File: src/rtl/execute_pipe.sv
// execute_pipe: registered execute stage with operand select, ALU and a valid/ready output register.
// Define EXECUTE_MULDIV_EN to add the iterative M-extension mul/div unit (op codes 16-23).
module execute_pipe #(
  parameter int XLEN  = 32,
  parameter int OP_W  = 5,
  parameter int REG_W = 5
) (
  input  logic             clk,
  input  logic             rst,
  input  logic             in_valid,
  output logic             in_ready,
  input  logic [XLEN-1:0]  pc,
  input  logic [XLEN-1:0]  imm,
  input  logic [XLEN-1:0]  rs1_data,
  input  logic [XLEN-1:0]  rs2_data,
  input  logic [1:0]       src_a_sel,
  input  logic [1:0]       src_b_sel,
  input  logic [OP_W-1:0]  alu_op_sel,
  input  logic [REG_W-1:0] rd_addr,
  input  logic             flush,
  output logic             out_valid,
  input  logic             out_ready,
  output logic [XLEN-1:0]  alu_out,
  output logic [REG_W-1:0] out_rd_addr,
  output logic             illegal
);

  localparam int SHW = $clog2(XLEN);

  localparam logic [OP_W-1:0] OP_ADD    = OP_W'(0);
  localparam logic [OP_W-1:0] OP_SUB    = OP_W'(1);
  localparam logic [OP_W-1:0] OP_SLL    = OP_W'(2);
  localparam logic [OP_W-1:0] OP_SLT    = OP_W'(3);
  localparam logic [OP_W-1:0] OP_SLTU   = OP_W'(4);
  localparam logic [OP_W-1:0] OP_XOR    = OP_W'(5);
  localparam logic [OP_W-1:0] OP_SRL    = OP_W'(6);
  localparam logic [OP_W-1:0] OP_SRA    = OP_W'(7);
  localparam logic [OP_W-1:0] OP_OR     = OP_W'(8);
  localparam logic [OP_W-1:0] OP_AND    = OP_W'(9);
  localparam logic [OP_W-1:0] OP_PASS_B = OP_W'(10);

  logic [XLEN-1:0]  op_a, op_b;
  logic [SHW-1:0]   shamt;
  logic [XLEN-1:0]  alu_res;
  logic             alu_legal;
  logic             idle;
  logic             accept;
  logic             start_m;

  logic             out_valid_q, out_valid_d;
  logic [XLEN-1:0]  alu_out_q, alu_out_d;
  logic [REG_W-1:0] out_rd_q, out_rd_d;
  logic             illegal_q, illegal_d;

  always_comb begin
    case (src_a_sel)
      2'd0:    op_a = rs1_data;
      2'd1:    op_a = pc;
      default: op_a = '0;
    endcase
    case (src_b_sel)
      2'd0:    op_b = rs2_data;
      2'd1:    op_b = imm;
      2'd2:    op_b = XLEN'(4);
      default: op_b = '0;
    endcase
  end

  assign shamt = op_b[SHW-1:0];

  always_comb begin
    alu_res   = '0;
    alu_legal = 1'b1;
    case (alu_op_sel)
      OP_ADD:    alu_res = op_a + op_b;
      OP_SUB:    alu_res = op_a - op_b;
      OP_SLL:    alu_res = op_a << shamt;
      OP_SLT:    alu_res = XLEN'($signed(op_a) < $signed(op_b));
      OP_SLTU:   alu_res = XLEN'(op_a < op_b);
      OP_XOR:    alu_res = op_a ^ op_b;
      OP_SRL:    alu_res = op_a >> shamt;
      OP_SRA:    alu_res = $unsigned($signed(op_a) >>> shamt);
      OP_OR:     alu_res = op_a | op_b;
      OP_AND:    alu_res = op_a & op_b;
      OP_PASS_B: alu_res = op_b;
      default:   alu_legal = 1'b0;
    endcase
  end

  assign in_ready = idle && (!out_valid_q || out_ready) && !flush;
  assign accept   = in_valid && in_ready;

`ifdef EXECUTE_MULDIV_EN
  localparam logic [OP_W-1:0] OP_MUL  = OP_W'(16);
  localparam logic [OP_W-1:0] OP_REMU = OP_W'(23);

  typedef enum logic {IDLE, BUSY} state_e;

  state_e              state_q, state_d;
  logic [SHW-1:0]      count_q, count_d;
  logic [2:0]          m_op_q, m_op_d;
  logic [XLEN-1:0]     a_q, a_d, b_q, b_d;
  logic [REG_W-1:0]    rd_q, rd_d;
  logic [2*XLEN-1:0]   prod_q, prod_d, prod_step, prod_fix;
  logic [XLEN-1:0]     mcand, divisor, m_result, quot, rem;
  logic [XLEN:0]       mul_sum, rem_shift, rem_diff;
  logic                a_neg, b_neg, m_done;

  // op[2] selects the divider; op[1:0] picks the variant within mul or div
  function automatic logic sign_a_of(input logic [2:0] op);
    return op[2] ? !op[0] : (op[1] ^ op[0]);
  endfunction

  function automatic logic sign_b_of(input logic [2:0] op);
    return op[2] ? !op[0] : (op[1:0] == 2'b01);
  endfunction

  function automatic logic [XLEN-1:0] mag(input logic [XLEN-1:0] v, input logic s);
    return (s && v[XLEN-1]) ? -v : v;
  endfunction

  assign idle    = (state_q == IDLE);
  assign start_m = accept && (alu_op_sel >= OP_MUL) && (alu_op_sel <= OP_REMU);

  // prod holds {hi, multiplier} for mul and {remainder, dividend/quotient} for div
  always_comb begin
    mcand     = mag(a_q, sign_a_of(m_op_q));
    divisor   = mag(b_q, sign_b_of(m_op_q));
    mul_sum   = {1'b0, prod_q[2*XLEN-1:XLEN]} + (prod_q[0] ? {1'b0, mcand} : '0);
    rem_shift = {prod_q[2*XLEN-1:XLEN], prod_q[XLEN-1]};
    rem_diff  = rem_shift - {1'b0, divisor};
    if (!m_op_q[2])
      prod_step = {mul_sum, prod_q[XLEN-1:1]};
    else if (rem_diff[XLEN])
      prod_step = {rem_shift[XLEN-1:0], prod_q[XLEN-2:0], 1'b0};
    else
      prod_step = {rem_diff[XLEN-1:0], prod_q[XLEN-2:0], 1'b1};
  end

  always_comb begin
    a_neg    = sign_a_of(m_op_q) && a_q[XLEN-1];
    b_neg    = sign_b_of(m_op_q) && b_q[XLEN-1];
    prod_fix = (a_neg ^ b_neg) ? -prod_step : prod_step;
    quot     = prod_step[XLEN-1:0];
    rem      = prod_step[2*XLEN-1:XLEN];
    if (!m_op_q[2])
      m_result = (m_op_q[1:0] == 2'b00) ? prod_fix[XLEN-1:0] : prod_fix[2*XLEN-1:XLEN];
    else if (b_q == '0)
      m_result = m_op_q[1] ? a_q : '1;
    else if (m_op_q[1])
      m_result = a_neg ? -rem : rem;
    else
      m_result = (a_neg ^ b_neg) ? -quot : quot;
  end

  always_comb begin
    state_d = state_q;
    count_d = count_q;
    m_op_d  = m_op_q;
    a_d     = a_q;
    b_d     = b_q;
    rd_d    = rd_q;
    prod_d  = prod_q;
    m_done  = 1'b0;
    if (state_q == IDLE) begin
      if (start_m) begin
        state_d = BUSY;
        count_d = '0;
        m_op_d  = alu_op_sel[2:0];
        a_d     = op_a;
        b_d     = op_b;
        rd_d    = rd_addr;
        prod_d  = alu_op_sel[2] ? {XLEN'(0), mag(op_a, sign_a_of(alu_op_sel[2:0]))}
                                : {XLEN'(0), mag(op_b, sign_b_of(alu_op_sel[2:0]))};
      end
    end else if (flush) begin
      state_d = IDLE;
      count_d = '0;
    end else begin
      prod_d  = prod_step;
      count_d = count_q + 1'b1;
      if (count_q == SHW'(XLEN-1)) begin
        state_d = IDLE;
        count_d = '0;
        m_done  = 1'b1;
      end
    end
  end

  always_ff @(posedge clk or posedge rst) begin
    if (rst) begin
      state_q <= IDLE;
      count_q <= '0;
      m_op_q  <= '0;
      a_q     <= '0;
      b_q     <= '0;
      rd_q    <= '0;
      prod_q  <= '0;
    end else begin
      state_q <= state_d;
      count_q <= count_d;
      m_op_q  <= m_op_d;
      a_q     <= a_d;
      b_q     <= b_d;
      rd_q    <= rd_d;
      prod_q  <= prod_d;
    end
  end
`else
  assign idle    = 1'b1;
  assign start_m = 1'b0;
`endif

  // flush is applied last so it overrides both completion and consumption
  always_comb begin
    out_valid_d = out_valid_q;
    alu_out_d   = alu_out_q;
    out_rd_d    = out_rd_q;
    illegal_d   = illegal_q;
    if (out_valid_q && out_ready)
      out_valid_d = 1'b0;
    if (accept && !start_m) begin
      out_valid_d = 1'b1;
      alu_out_d   = alu_legal ? alu_res : '0;
      illegal_d   = !alu_legal;
      out_rd_d    = rd_addr;
    end
`ifdef EXECUTE_MULDIV_EN
    if (m_done) begin
      out_valid_d = 1'b1;
      alu_out_d   = m_result;
      illegal_d   = 1'b0;
      out_rd_d    = rd_q;
    end
`endif
    if (flush)
      out_valid_d = 1'b0;
  end

  always_ff @(posedge clk or posedge rst) begin
    if (rst) begin
      out_valid_q <= 1'b0;
      alu_out_q   <= '0;
      out_rd_q    <= '0;
      illegal_q   <= 1'b0;
    end else begin
      out_valid_q <= out_valid_d;
      alu_out_q   <= alu_out_d;
      out_rd_q    <= out_rd_d;
      illegal_q   <= illegal_d;
    end
  end

  assign out_valid   = out_valid_q;
  assign alu_out     = alu_out_q;
  assign out_rd_addr = out_rd_q;
  assign illegal     = illegal_q;

endmodule

File: config.mk
export PLATFORM = sky130hd
export DESIGN_NAME = execute_pipe
export DESIGN_NICKNAME = d
export VERILOG_FILES = /design/src/rtl/execute_pipe.sv
export SDC_FILE = /design/constraint.sdc
export NUM_CORES = 1
export LEC_CHECK = 0
export CAP_MARGIN = 10
export CORE_ASPECT_RATIO = 0.5
export CORE_MARGIN = 5
export CORE_UTILIZATION = 52
export CTS_CLUSTER_SIZE = 30
export DETAILED_ROUTE_END_ITERATION = 8
export PLACE_DENSITY_LB_ADDON = 0.3
export SLEW_MARGIN = 20
export SYNTH_ARGS = -nofsm -noshare
export SYNTH_HDL_FRONTEND = slang
export SYNTH_SLANG_ARGS = --single-unit
File: constraint.sdc
create_clock -name clk -period 3.4 [get_ports clk]
set_input_delay 0.85 -clock clk [delete_from_list [all_inputs] [get_ports clk]]
set_output_delay 0.85 -clock clk [all_outputs]
set_load 0.05 [all_outputs]
==> results of run 1 <==
## cells by family after synthesis
group | after synthesis | share of synthesized area [%]
multiplexers | 177 | 17.5
flip-flops | 39 | 7.76
adder cells (fa/ha/maj) | 102 | 10.3
buffers and inverters | 235 | 8.44
AO/OA/AOI/OAI | 620 | 34.6
AND/OR/NAND/NOR | 558 | 21.2
XOR/XNOR | 3 | 0.209
## through the flow
step                      setup TNS [ns]  utilization [%]  area (um^2)  hold slack [ns]  cells
after floorplan                    -9.44                -        13100            0.748   1734
after detailed placement          -24.11             80.7        19300            0.482   2719
after global placement            -21.15             80.7        19300            0.463   2719
after CTS                          -5.53             86.6        20700            0.497   2770
## metal layers
layer / GRT overflow / GRT usage [%]
met1: 62 / 87.5
met5: 5 / 77.9
met4: 84 / 85.4
met2: 83 / 95.9
met3: 40 / 87.8
## timing repair
action | in CTS
setup buffers | 49
pin swaps | 113
setup endpoints to repair | 32
resized for setup | 231
gates cloned | 1
endpoints found under the hold margin | 0
==> qor.txt, run 1 <==
Synth area leader = mux2i_1
Most area-consuming cells after synthesis = mux2i_1, ha_1, dfrtp_1
Largest net degree at the start of global routing = 50
Synth warn = 0
CTS root buf = clkbuf_16
Clk sinks = 39
Port bufs = 186
Initial core utilization = 52.6%
Synth cell count leaders = nor2_1, nand2_1, a21oi_1, mux2i_1, ha_1
Post-synth EDFFs = 0
Die Wd = 230 um
H-tree Lvls = 2
Setup WS pre-CTS = -1.06 ns
Die Ht = 120 um
Row count = 40
Synth top area share = 10.1%
Post-DP HPWL = 59600 um
Top-count cell post-synth = nor2_1
Routability Congestion = 1.34
Mapped Area = 0.0126 mm^2
#FFs+latches synth = 39
IO Count = 187
Global route overflow = 274
Asr flop ratio synth = 100%
Fail Step = global routing (5_1_grt)
All-layer global routing usage = 89.3%
Cells after Synth = 1734
CTS max path bufs = 2
Synthesized Nets = 1983
Avg Cell Area, Syn = 7.25 um^2
Netlist cell types = 105
Sequential share of the synthesized area = 7.76%
Most used DFF post-synth = dfrtp_1
Status = did not finish
CTS Buf Count = 5
Hold_buf cts = 0
Error = [ERROR GRT-0232] Routing congestion too high. Check the congestion heatmap in the GUI.
==> run 2: changes to the inputs <==
--- a/config.mk
+++ b/config.mk
@@ -6,12 +6,10 @@
 export NUM_CORES = 1
 export LEC_CHECK = 0
 export CAP_MARGIN = 10
-export CORE_ASPECT_RATIO = 0.5
 export CORE_MARGIN = 5
-export CORE_UTILIZATION = 52
-export CTS_CLUSTER_SIZE = 30
+export CORE_UTILIZATION = 37
 export DETAILED_ROUTE_END_ITERATION = 8
-export PLACE_DENSITY_LB_ADDON = 0.3
+export PLACE_DENSITY_LB_ADDON = 0.15
 export SLEW_MARGIN = 20
 export SYNTH_ARGS = -nofsm -noshare
 export SYNTH_HDL_FRONTEND = slang
==> run 2 against run 1 <==
The flow now finishes, with violations (setup timing). Synthesized area did not move. Synthesized cell count stayed put.
==> qor.txt, run 2 <==
Status = complete, but fails checks
Failing checks = setup timing
CTS max path bufs = 2 (unchanged)
Worst stage delay on the critical path = 0.50 ns
Cell Chain, Critical Path = buf_12, mux2i_4, nor2_8, ha_4, inv_4, fa_2, o21bai_4, a2111oi_4, nor2_2, o211ai_1, buf_4, a2111o_1, buf_6, and4_1, o31ai_1, nand3_1
Clk_lat worst skew = 0.32 ns
TritonRoute pass-1 iters = 6
Top-count cell post-synth = nor2_1
Cells after Synth = 1734 (unchanged)
CTS tree = done
Clock skew = 0.0115 ns
Die ar. = 0.0378 mm^2
Worst hold stages = 1
Critical Path Stages = 16
Nets = 2795
Global route overflow = 0
Crit end category = flip-flop
Endpoints failing setup = 28
Clk sinks = 39 (unchanged)
CTS root buf = clkbuf_16
Core region area = 0.0335 mm^2
Most used DFF post-synth = dfrtp_1
Asr flop ratio synth = 100% (unchanged)
R2R setup slack = 0.65 ns
Commonest non-fill, non-tap cell in the layout = buf_4
Mapped Area = 0.0126 mm^2 (unchanged)
Sequential share of the synthesized area = 7.76% (unchanged)
Slew margin rel. = 42.0%
CP required = 3.59 ns
Max cap viols = 0
Synth area leader = mux2i_1
Hold WC Path Type = reg2reg
Die Wd = 194 um (-15%)
Avg Cell Area, Syn = 7.25 um^2 (unchanged)
WP buf/inv = 4
Tmin final = 3.80 ns
CP startpoint kind = input pin
DRT iter0 DRCs = 2758
Worst-path clk slew = 0.08 ns
Critical path type = in2reg
Drc violations = 0
First-pass GRT wire length = 122000 um
Peak supply drop = 0.278 mV
Die Ht = 194 um (+62%)
Total number of vias = 19.2k
Worst EP arrival = 3.99 ns
Post-DP HPWL = 67800 um (+14%)
Most frequent cells in the layout = buf_4, nand2_1, clkdlybuf4s50_1, nor2_1, a21oi_1
Combinational share of power = 77.3%
H-tree Lvls = 2 (unchanged)
Detailed Route WL = 85800 um
Row count = 67 (+68%)
Routed vias/inst = 6.41
DR WL/cell = 28.6 um
Final Hold Violating Endpoints = 0
Clock share of power = 12.7%
Layout cell share with drive strength beyond 1 = 43.3%
Routed Antenna Nets = 0
LEAKAGE = 0.00986 uW
Most area-consuming cells after synthesis = mux2i_1, ha_1, dfrtp_1
Post-synth EDFFs = 0 (unchanged)
Vias in the first global route = 18.6k
Final period utilization = 112%
Netlist cell types = 105 (unchanged)
Final instance area = 0.0222 mm^2
PwrDens = 232 mW/mm^2
Final Max Tran Viols = 0
Sw Pwr = 2450 uW
Synth top area share = 10.1% (unchanged)
Antenna violations before repair = 2
Initial core utilization = 37.5% (-15 points)
Post-route worst setup slack = -0.400 ns
Cell Area, Placed = 0.0201 mm^2 (+4.0%)
RSZ-0062 raised after global routing = true
Total power = 5150 uW
Int Power = 2700 uW
Largest net degree at the start of global routing = 50
Sequential share of power = 10.0%
CP delay by family, top = compound AO/OA/AOI/OAI gates
Synth warn = 0 (unchanged)
Maximum clock frequency = 263 MHz
Synthesized Nets = 1983 (unchanged)
Slowest cell on crit path = a2111o_1
Routability Congestion = 1.08 (-20%)
#FFs+latches synth = 39 (unchanged)
Tightest Pin Transition = 0.859 ns
Switching part of the total = 47.5%
IO Count = 187 (unchanged)
Cells on worst reg2reg path = 9
All-layer global routing usage = 42.4%
Synth cell count leaders = nor2_1, nand2_1, a21oi_1, mux2i_1, ha_1
Port bufs = 186 (unchanged)
Layout area overhead = 76.7%
Max reg flops = 32
CTS Buf Count = 5 (unchanged)
CP max FO = 7
==> run 2: cell type report <==
| type | count | area (um^2) |
|---|---|---|
| repair buffers | 942 | 8000 |
| clock inverters | 2 | 35.0 |
| multi-input cells | 1460 | 12100 |
| inverters | 98 | 392 |
| clock buffers | 6 | 139 |
| diodes | 2 | 5.00 |
| well taps | 448 | 561 |
| flip-flops and latches | 39 | 976 |
| fillers | 2878 | 11300 |
==> run 2: path summary, 6_finish.rpt <==
kind / startpoint / to
max: src_b_sel[0] / alu_out[28]$_DFFE_PP0P_
min: out_rd_addr[1]$_DFFE_PP0P_ / out_rd_addr[1]$_DFFE_PP0P_
max reg2reg: out_valid$_DFFE_PP0P_ / alu_out[28]$_DFFE_PP0P_
min reg2reg: out_rd_addr[1]$_DFFE_PP0P_ / out_rd_addr[1]$_DFFE_PP0P_
max in group asynchronous: rst / alu_out[5]$_DFFE_PP0P_
min in group asynchronous: rst / out_rd_addr[0]$_DFFE_PP0P_
==> run 2: what timing repair did <==
item                       CTS  global route
setup buffers               44            32
pin swaps                   90            85
setup endpoints to repair   31            30
hold buffers                 0             0
gates resized for setup    265           104
==> run 2: routing by layer <==
metal	up-vias	share of wire, %	global-route usage (%)
li1	8246	-	-
met1	9206	38	52.5
met2	1397	44	66.9
met3	358	10	9.38
met4	0	7.8	26.6
met5	-	0	0
==> run 2: kinds of logic after synthesis <==
logic type | Yosys count | share of synthesized area, %
mux | 177 | 17.5
compound gates | 620 | 34.6
buf+inv | 235 | 8.44
xor+xnor | 3 | 0.209
flops | 39 | 7.76
simple gates | 558 | 21.2
fa+ha+maj | 102 | 10.3
==> run 2: stage by stage <==
stage / TNS, ns / instances / hold slack, ns / util, % / setup slack, ns
after floorplan: -9.44 / 1734 / 0.748 / - / -0.641
final: -5.74 / 2997 / 0.509 / 66.3 / -0.400
after global placement: -22.35 / 2924 / 0.480 / 59.9 / -0.960
after CTS: -2.99 / 2972 / 0.511 / 64.3 / -0.349
after global routing: -7.12 / 2996 / 0.538 / 66.3 / -0.516
after detailed placement: -23.29 / 2924 / 0.494 / 59.9 / -0.971
==> run 2: power groups by stage <==
stage	registers, uW	logic [uW]	clock network [uW]
2_1_floorplan	616	1570	0
3_3_place_gp	522	3370	0
3_5_place_dp	523	3400	0
4_1_cts	514	3700	654
5_1_grt	517	4130	667
6_report	515	3990	654
Power figures use the tool's default switching activity.
==> run 3: changes to the inputs <==
--- a/config.mk
+++ b/config.mk
@@ -10,7 +10,6 @@
 export CORE_UTILIZATION = 37
 export DETAILED_ROUTE_END_ITERATION = 8
 export PLACE_DENSITY_LB_ADDON = 0.15
-export SLEW_MARGIN = 20
 export SYNTH_ARGS = -nofsm -noshare
 export SYNTH_HDL_FRONTEND = slang
 export SYNTH_SLANG_ARGS = --single-unit
==> results of run 3 <==
Same layout as run 2: the final DEF is identical, and so are final timing and power.
